[src/rtl/fifo_stream_reader_pkg.sv]
// Shared types and helpers for the fifo read-side stream master.
package fifo_rd_pkg;

  // Number of words the skid buffer can hold.
  localparam int SKID_DEPTH = 2;

  // Skid occupancy, 0..SKID_DEPTH.
  typedef logic [1:0] occ_t;

  // A new pop may be issued only if every word already held or still in
  // flight from the fifo, less the one leaving this cycle, leaves a free slot.
  // That guarantees a returning word always has somewhere to land.
  function automatic logic credit_ok(input occ_t occ, input logic inflight,
                                     input logic xfer);
    logic [2:0] committed;
    committed = 3'(occ) + 3'(inflight) - 3'(xfer);
    return committed < 3'(SKID_DEPTH);
  endfunction

endpackage

[src/rtl/fifo_stream_reader_if.sv]
// Valid/ready stream carrying fifo words toward the downstream consumer.
interface fifo_stream_reader_if #(
  parameter int WIDTH = 8
);

  logic             valid;
  logic             ready;
  logic [WIDTH-1:0] data;

  // Producer side: drives the word and its valid, samples ready.
  modport master (
    output valid,
    output data,
    input  ready
  );

  // Consumer side: samples the word, drives ready.
  modport slave (
    input  valid,
    input  data,
    output ready
  );

endinterface

[src/rtl/fifo_stream_reader_skid_buf.sv]
// Two-entry shift buffer. entry0 is always the head of the stream; a pop
// shifts entry1 down, and a push lands in the first slot that is free after
// that shift. A flush empties the buffer and refuses the word pushed that
// cycle.
module fifo_skid_buf
  import fifo_rd_pkg::*;
#(
  parameter int WIDTH = 8
) (
  input  logic             clk,
  input  logic             rst_n,
  input  logic             push_i,
  input  logic [WIDTH-1:0] push_data_i,
  input  logic             pop_i,
  input  logic             flush_i,
  output logic             head_valid_o,
  output logic [WIDTH-1:0] head_data_o,
  output occ_t             occ_o
);

  logic [WIDTH-1:0] entry0_q, entry0_d;
  logic [WIDTH-1:0] entry1_q, entry1_d;
  occ_t             occ_q, occ_d;
  occ_t             occ_after_pop;
  logic             push_ok;

  // A flush discards everything, including the word arriving this cycle.
  assign push_ok = push_i && !flush_i;

  // Next entry contents: shift on pop first, then place the incoming word.
  always_comb begin
    // NOTE: every signal assigned here gets a default first, so no path
    // through the block leaves one unassigned and no latch is inferred.
    entry0_d      = entry0_q;
    entry1_d      = entry1_q;
    occ_after_pop = occ_q - occ_t'(pop_i);

    if (pop_i) begin
      entry0_d = entry1_q;
    end

    if (push_ok) begin
      if (occ_after_pop == '0) begin
        entry0_d = push_data_i;
      end else begin
        entry1_d = push_data_i;
      end
    end

    occ_d = occ_after_pop + occ_t'(push_ok);
    if (flush_i) begin
      occ_d = '0;
    end
  end

  // Entry and occupancy registers.
  always_ff @(posedge clk or negedge rst_n) begin
    if (!rst_n) begin
      // NOTE: the two entries are ordinary flops rather than a RAM array,
      // so they are reset; that gives the stream a defined data value of 0
      // coming out of reset.
      entry0_q <= '0;
      entry1_q <= '0;
      occ_q    <= '0;
    end else begin
      // NOTE: non-blocking assignments, so every flop here samples the
      // values from before the edge regardless of statement order.
      entry0_q <= entry0_d;
      entry1_q <= entry1_d;
      occ_q    <= occ_d;
    end
  end

  assign head_valid_o = (occ_q != '0);
  assign head_data_o  = entry0_q;
  assign occ_o        = occ_q;

endmodule

[src/rtl/fifo_stream_reader.sv]
// Read-side master for a synchronous fifo. It issues pops only when the skid
// buffer is guaranteed room for the returning word. The word is captured one
// cycle after the pop and presented as a valid/ready stream that sustains one
// word per clock. Transfers and flushed words are counted.
module fifo_stream_reader
  import fifo_rd_pkg::*;
#(
  parameter int WIDTH = 8,
  parameter int CNT_W = 16
) (
  input  logic                 clk,
  input  logic                 rst_n,
  // fifo read port
  output logic                 fifo_rd_en,
  input  logic [WIDTH-1:0]     fifo_dout,
  input  logic                 fifo_empty,
  // control
  input  logic                 flush,
  // downstream stream
  fifo_stream_reader_if.master m_if,
  // statistics and status
  output logic [CNT_W-1:0]     pop_count,
  output logic [CNT_W-1:0]     drop_count,
  output logic                 busy
);

  logic             inflight_q, inflight_d;
  logic [CNT_W-1:0] pop_count_q, pop_count_d;
  logic [CNT_W-1:0] drop_count_q, drop_count_d;

  occ_t             occ;
  logic             head_valid;
  logic [WIDTH-1:0] head_data;
  logic             xfer;

  // A word leaves the buffer whenever the consumer accepts the head.
  assign xfer = head_valid && m_if.ready;

  // Pop only when the fifo has data, no flush is discarding the pipeline,
  // and the buffer will have room for the word when it returns.
  assign fifo_rd_en = !fifo_empty && !flush && credit_ok(occ, inflight_q, xfer);

  // fifo_dout is only meaningful the cycle after a pop, which is exactly
  // when inflight_q is set, so inflight_q doubles as the push strobe.
  fifo_skid_buf #(
    .WIDTH (WIDTH)
  ) u_skid (
    .clk          (clk),
    .rst_n        (rst_n),
    .push_i       (inflight_q),
    .push_data_i  (fifo_dout),
    .pop_i        (xfer),
    .flush_i      (flush),
    .head_valid_o (head_valid),
    .head_data_o  (head_data),
    .occ_o        (occ)
  );

  // In-flight tracking and statistics next-state. A transfer in the flush
  // cycle is delivered, so it is counted as a pop and excluded from the drop.
  always_comb begin
    inflight_d   = fifo_rd_en;
    pop_count_d  = pop_count_q + CNT_W'(xfer);
    drop_count_d = drop_count_q;
    if (flush) begin
      drop_count_d = drop_count_q + CNT_W'(occ) - CNT_W'(xfer) + CNT_W'(inflight_q);
    end
  end

  // In-flight flag and counter registers; counters wrap naturally.
  always_ff @(posedge clk or negedge rst_n) begin
    if (!rst_n) begin
      inflight_q   <= 1'b0;
      pop_count_q  <= '0;
      drop_count_q <= '0;
    end else begin
      inflight_q   <= inflight_d;
      pop_count_q  <= pop_count_d;
      drop_count_q <= drop_count_d;
    end
  end

  assign m_if.valid = head_valid;
  assign m_if.data  = head_data;
  assign pop_count  = pop_count_q;
  assign drop_count = drop_count_q;
  assign busy       = head_valid || inflight_q;

endmodule

[src/flat_wrapper.sv]
// flat-port wrapper written by rule: the top's interface ports become plain ports
module fifo_stream_reader_flat import fifo_rd_pkg::*;
#(
  parameter int WIDTH = 8,
  parameter int CNT_W = 16
)
  (clk, rst_n, fifo_rd_en, fifo_dout, fifo_empty, flush, pop_count, drop_count, busy, m_if_valid, m_if_data, m_if_ready);
  fifo_stream_reader_if #(.WIDTH(WIDTH)) m_if_i ();
  input  logic clk;
  input  logic rst_n;
  output logic fifo_rd_en;
  input  logic [WIDTH-1:0] fifo_dout;
  input  logic fifo_empty;
  input  logic flush;
  output logic [CNT_W-1:0] pop_count;
  output logic [CNT_W-1:0] drop_count;
  output logic busy;
  output wire logic [$bits(m_if_i.valid)-1:0] m_if_valid;
  output wire logic [$bits(m_if_i.data)-1:0] m_if_data;
  input wire logic [$bits(m_if_i.ready)-1:0] m_if_ready;
  assign m_if_valid = m_if_i.valid;
  assign m_if_data = m_if_i.data;
  assign m_if_i.ready = m_if_ready;
  fifo_stream_reader #(.WIDTH(WIDTH), .CNT_W(CNT_W)) u_core (.clk(clk), .rst_n(rst_n), .fifo_rd_en(fifo_rd_en), .fifo_dout(fifo_dout), .fifo_empty(fifo_empty), .flush(flush), .m_if(m_if_i), .pop_count(pop_count), .drop_count(drop_count), .busy(busy));
endmodule
[config.mk]
export PLATFORM = sky130hd
export DESIGN_NAME = fifo_stream_reader_flat
export DESIGN_NICKNAME = d
export VERILOG_FILES = /design/src/rtl/fifo_stream_reader_pkg.sv /design/src/rtl/fifo_stream_reader_if.sv /design/src/rtl/fifo_stream_reader_skid_buf.sv /design/src/rtl/fifo_stream_reader.sv /design/src/flat_wrapper.sv
export SDC_FILE = /design/constraint.sdc
export NUM_CORES = 1
export LEC_CHECK = 0
export ABC_CLOCK_PERIOD_IN_PS = 3390
export CAP_MARGIN = 20
export CORE_MARGIN = 5
export CORE_UTILIZATION = 35
export DETAILED_ROUTE_END_ITERATION = 8
export SETUP_SLACK_MARGIN = 0.1
export SLEW_MARGIN = 20
export SYNTH_ARGS = -nofsm -noshare
export SYNTH_HDL_FRONTEND = slang
export SYNTH_SLANG_ARGS = --single-unit
[constraint.sdc]
create_clock -name clk -period 3.39 [get_ports clk]
set_clock_uncertainty 0.05 [all_clocks]
set_input_delay 0.678 -clock clk [delete_from_list [all_inputs] [get_ports clk]]
set_output_delay 0.678 -clock clk [all_outputs]
set_load 0.005 [all_outputs]
Word level (Yosys, flattened, before mapping). Index checks and enable logic that the tools add are counted.

Register bits after elaboration: 51. Bits in latches: 0. Memory bits (writable): 0. Memory bits (read-only): 0. Word-level logic and storage cells: 30. Memories: 0.

Add/subtract/negate cells: 8. Multipliers: 0. Divide/modulo/power cells: 0. Order comparisons: 1. Eq/ne operators: 0. Shifts and indexed selects: 0. Muxes and demuxes: 4. Bitwise gates (word level): 1. Reduce and logical (&&, ||, !) cells: 10.

Operators with widths (count): 16-bit by 1-bit adder with 16-bit output (2); 8-bit two-way mux (3); 16-bit by 2-bit adder with 16-bit output (1); 16-bit by 1-bit subtractor with 16-bit output (1); 1-bit logical AND (4); 2-bit by 1-bit adder with 3-bit output (1); 3-bit by 2-bit < comparator with 1-bit output (second input constant) (1); 3-bit by 1-bit subtractor with 3-bit output (1); 2-bit by 1-bit adder with 2-bit output (1); 1-bit logical NOT (2); 2-bit logical NOT (1); 2-bit two-way mux (1); 2-bit AND reduction (1); 2-bit nonzero test (1); 2-bit by 1-bit subtractor with 2-bit output (1); 1-bit logical OR (1); 1-bit NOT (1).

Depth between registers and ports, before layout.
Depth after elaboration: 6. Depth in mapped cells: 13.

Cells and area by module. A second synthesis with hierarchy kept.

Cell total of the unflattened synthesis: 318. Area, all modules: 3118.0 um^2.

By module, submodules not included: fifo_stream_reader (instances 1, cells an instance 252, area each 2268.4 um^2, seq. area each 825.8 um^2); fifo_skid_buf (instances 1, cells an instance 66, area each 849.6 um^2, seq. area each 450.4 um^2).

Worst setup path after synthesis. No wires, ideal clock.

Kind: input to register. Start point: input port m_if_ready. End point: register u_core.drop_count_q[12] (netlist: u_core.drop_count[12]). Library setup time: 0.090 ns. Data arrival time: 3.280 ns. Path slack: -0.030 ns. Stages on the path: 12. Path buffers: 1. Path through: o21ai_0 -> buf_2 -> xor2_1 -> fa_1 -> inv_1 -> fa_1 -> a21o_1 -> a311oi_2 -> o21ai_2 -> a221oi_2 -> mux2_1 -> o2111ai_1.

Cells in the longest elaborated chain, start to end: 3.

RTL lines: start: declaration (RTL line flat_wrapper.sv:20) `input wire logic [$bits(m_if_i.ready)-1:0] m_if_ready;`; 1-bit logical AND (RTL line fifo_stream_reader.sv:37) `assign xfer = head_valid && m_if.ready;`; 16-bit by 1-bit subtractor with 16-bit output (RTL line fifo_stream_reader.sv:66) `drop_count_d = drop_count_q + CNT_W'(occ) - CNT_W'(xfer) + CNT_W'(inflight_q);`; 16-bit by 1-bit adder with 16-bit output (RTL line fifo_stream_reader.sv:66); end signal: assignment (RTL line fifo_stream_reader.sv:79) `drop_count_q <= drop_count_d;`; end: declaration (RTL line fifo_stream_reader.sv:29) `logic [CNT_W-1:0] drop_count_q, drop_count_d;`.

Every way passes these cells. A chain may end at the register's enable or synchronous reset.

Worst setup path after layout.
Start point: register u_core.u_skid.occ_q[0] (netlist: u_core.u_skid.occ_o[0]). End point: output port fifo_rd_en.

Cells in the longest elaborated chain, start to end: 5. Elaborated cells between the ends (all ways): 6.

RTL lines: start: declaration (RTL line fifo_stream_reader_skid_buf.sv:23) `occ_t occ_q, occ_d;`; start signal: assignment (RTL line fifo_stream_reader_skid_buf.sv:64) `occ_q <= '0;`; start signal: assignment (RTL line fifo_stream_reader_skid_buf.sv:70) `occ_q <= occ_d;`; branches (longest 2 deep; another with 2-bit by 1-bit adder with 3-bit output); 3-bit by 1-bit subtractor with 3-bit output (*) (RTL line fifo_stream_reader_pkg.sv:16) `committed = 3'(occ) + 3'(inflight) - 3'(xfer);`; 3-bit by 2-bit < comparator with 1-bit output (*) (RTL line fifo_stream_reader_pkg.sv:17) `return committed < 3'(SKID_DEPTH);`; 1-bit logical AND (*) (RTL line fifo_stream_reader.sv:41) `assign fifo_rd_en = !fifo_empty && !flush && credit_ok(occ, inflight_q, xfer);`; end: declaration (RTL line flat_wrapper.sv:11) `output logic fifo_rd_en;`.

Every way passes the cells marked *.

==> results.cfg <==
[run_status]
status = complete, no violations

[clock_network]
cts_inserted_buffers = 5
ctsRootBufferMaster = clkbuf_8
cts_hold_buf = 0
cts-htree-levels = 2
clk_pin_slew_ns = 0.10
cts_tree = built
clock_latency_ns = 0.31
cts.sinks = 51
clk_path_buf_depth = 2

[place]
placed_cells = 462
place_ws_ns = -0.455
place_congestion = 0.860
portBuffers = 55
hpwlAfterDp_um = 4700
placed_cell_area_mm2 = 0.00370

[layout]
area_growth_syn_to_layout_pct = 29.4
final_cells = 472
diodes = 0
drive_gt1_frac = 0.131
nNetsFinal = 399
final_area_mm2 = 0.00382

[timing]
setup_ws_ns = 0.299
hold_violations = 0
timing.final.crit_share = 0.912
slew_headroom = 0.462
rsz0062_at_grt = no
final-max-slew-violation-count = 0
period_minus_slack_ns = 3.09
fin_tns_setup_ns = 0
finalSetupViolCount = 0
tightest_slew_ns = 0.803
fmax_mhz = 324

[yosys]
synthesis.area_mm2 = 0.00295
yosys-mux-area-fraction = 0.0788
syn_inst = 294
synth_cell_types = 45
yosysMostFrequentCell = dfrtp_1
avgSynthCellArea_um2 = 10.0
synth-edff-count = 0
synthTopCellsByCount = 51 x dfrtp_1, 27 x nand2_1, 24 x inv_1, 24 x o21ai_0
yosys.area.top_type = dfrtp_1
yosysSeqAreaShare = 0.432
synth_top_family_by_area = simple AND/OR/NAND/NOR gates
synthSimpleGateAreaFrac = 0.133
synth_compound_area_frac = 0.128
synth-xor-area-share = 0.0831
synthAdderAreaFrac = 0.0924
yosysWarnings = 0
synthDominantCellAreaShare = 0.432
yosys_register_bits = 51
synth_nets = 327
synth_area_leaders = dfrtp_1 43%, ha_1 7.2%, xnor2_1 5.0%
ys.flop_type = dfrtp_1
synthArstFlopShare = 1.00

[global_routing]
grt_max_degree = 33
track_usage = 0.127
antenna_found_initial = 0
grt-ovfl-total = 0
grt_pass1_wl_um = 10600
grt_pass1_vias = 2220

[die]
num_rows = 33
fp.dieArea_mm2 = 0.0104
core_area_mm2 = 0.00822
die_w_um = 102
io_pins = 56
fp.dieH_um = 102
initial_core_util = 0.359

[drt]
drt_iter0_markers = 62
post-route-drc-count = 0
viasPerCell = 4.74
routed_wl_um = 6150
drt_pass1_iterations = 4
postRouteAntennaNets = 0
vias = 2237
wl_per_cell_um = 13.0

[setup_path]
required_ns = 2.66
cp-start-kind = register
worstSetupPathType = reg2out
rr_worst_depth = 11
crit_arrival_ns = 2.36
endpoint_kind = output port
crit_fanout = 4

[power]
leakage_nw = 1.84
finalPower_mw = 3.30
ir_drop_mv = 0.308
power_density_mw_per_mm2 = 865

[job]
maxCapViolCount = 0

[min_path]
min_path_type = in2async
## layout make-up
class                   instances  area (µm²)
fillers                       790        4400
well taps                     105         131
clock inverters                 2        16.3
repair buffers                 73         674
clock buffers                   6        82.6
flip-flops and latches         51        1280
multi-input cells             211        1550
inverters                      24        90.1
## report_power, final
group	total, mW	internal (mW)	leakage (nW)	switching (mW)
Sequential	0.888	0.765	0.660	0.123
Combinational	2.04	1.06	1.13	0.976
Clock	0.380	0.167	0.0474	0.212
Total	3.30	1.99	1.84	1.31
## per-layer routing
| metal | wire, µm | global-route usage | up-vias |
|---|---|---|---|
| met4 | 78 | 0.0424 | 0 |
| met5 | 0 | 0 | - |
| met3 | 268 | 0.0287 | 5 |
| met2 | 2730 | 0.192 | 34 |
| li1 | - | - | 1159 |
| met1 | 3070 | 0.181 | 1039 |
## placed cells by master, fill, tap and decap left out, types with 2 or more instances in the layout
cell type,count
nand4_1,2
clkbuf_8,6
o211ai_1,2
a21o_1,6
nor2b_1,3
ha_1,17
inv_1,24
fa_1,3
and3_1,9
nand3b_1,4
a21oi_1,14
xnor2_1,17
buf_4,18
mux2_2,9
o2111ai_1,2
xor2_1,10
clkdlybuf4s50_1,52
buf_2,2
nand2_1,27
o21ai_0,23
mux2i_1,12
dfrtp_1,50
nor2_1,15
nand3_1,13
or3_1,2
## repair_timing
action	in CTS	in global routing
endpoints found under the setup margin	3	0
resized for setup	9	0
buffers inserted	2	0
## state kept, by name (all words and copies together) (netlist names)
signal	cells
u_core.drop_count	16
u_core.inflight_q	1
u_core.pop_count	16
u_core.u_skid.occ_o	2
u_core.u_skid.entry1_q	8
u_core.u_skid.head_data_o	8
## through the flow
step                      hold slack, ns   util
after CTS                          0.276  0.465
after floorplan                    0.332      -
after detailed placement           0.426  0.450
after global placement             0.412  0.450
after global routing               0.294  0.465
final                              0.264  0.465
## critical path, stage by stage (launching register included)
cell	delay [ns]
dfrtp_1	0.43
o21ai_4	0.22
xor2_2	0.18
nor2_1	0.08
fa_1	0.37
xnor2_1	0.13
nor4_1	0.25
buf_4	0.17
dlygate4sd2_1	0.23
## cells by family (layout without fill, tap and decap cells)
logic type | after synthesis | in the layout
AO/OA/AOI/OAI | 60 | 60
XOR/XNOR | 28 | 28
multiplexers | 22 | 22
AND/OR/NAND/NOR | 81 | 81
adder cells (fa/ha/maj) | 20 | 20
flip-flops | 51 | 51
buffers and inverters | 32 | 105
## worst paths after layout
kind	from	end	slack [ns]
worst max-delay path	u_core.u_skid.occ_o[0]	fifo_rd_en	0.30
worst min-delay path	rst_n	u_core.drop_count[9]	0.26
worst max register to register	u_core.u_skid.occ_o[0]	u_core.drop_count[12]	0.42
worst min register to register	u_core.pop_count[15]	u_core.pop_count[15]	0.44
max in group asynchronous	rst_n	u_core.u_skid.occ_o[1]	2.22
min in group clk	u_core.pop_count[15]	u_core.pop_count[15]	0.44
(Power assumes the default switching activity.)
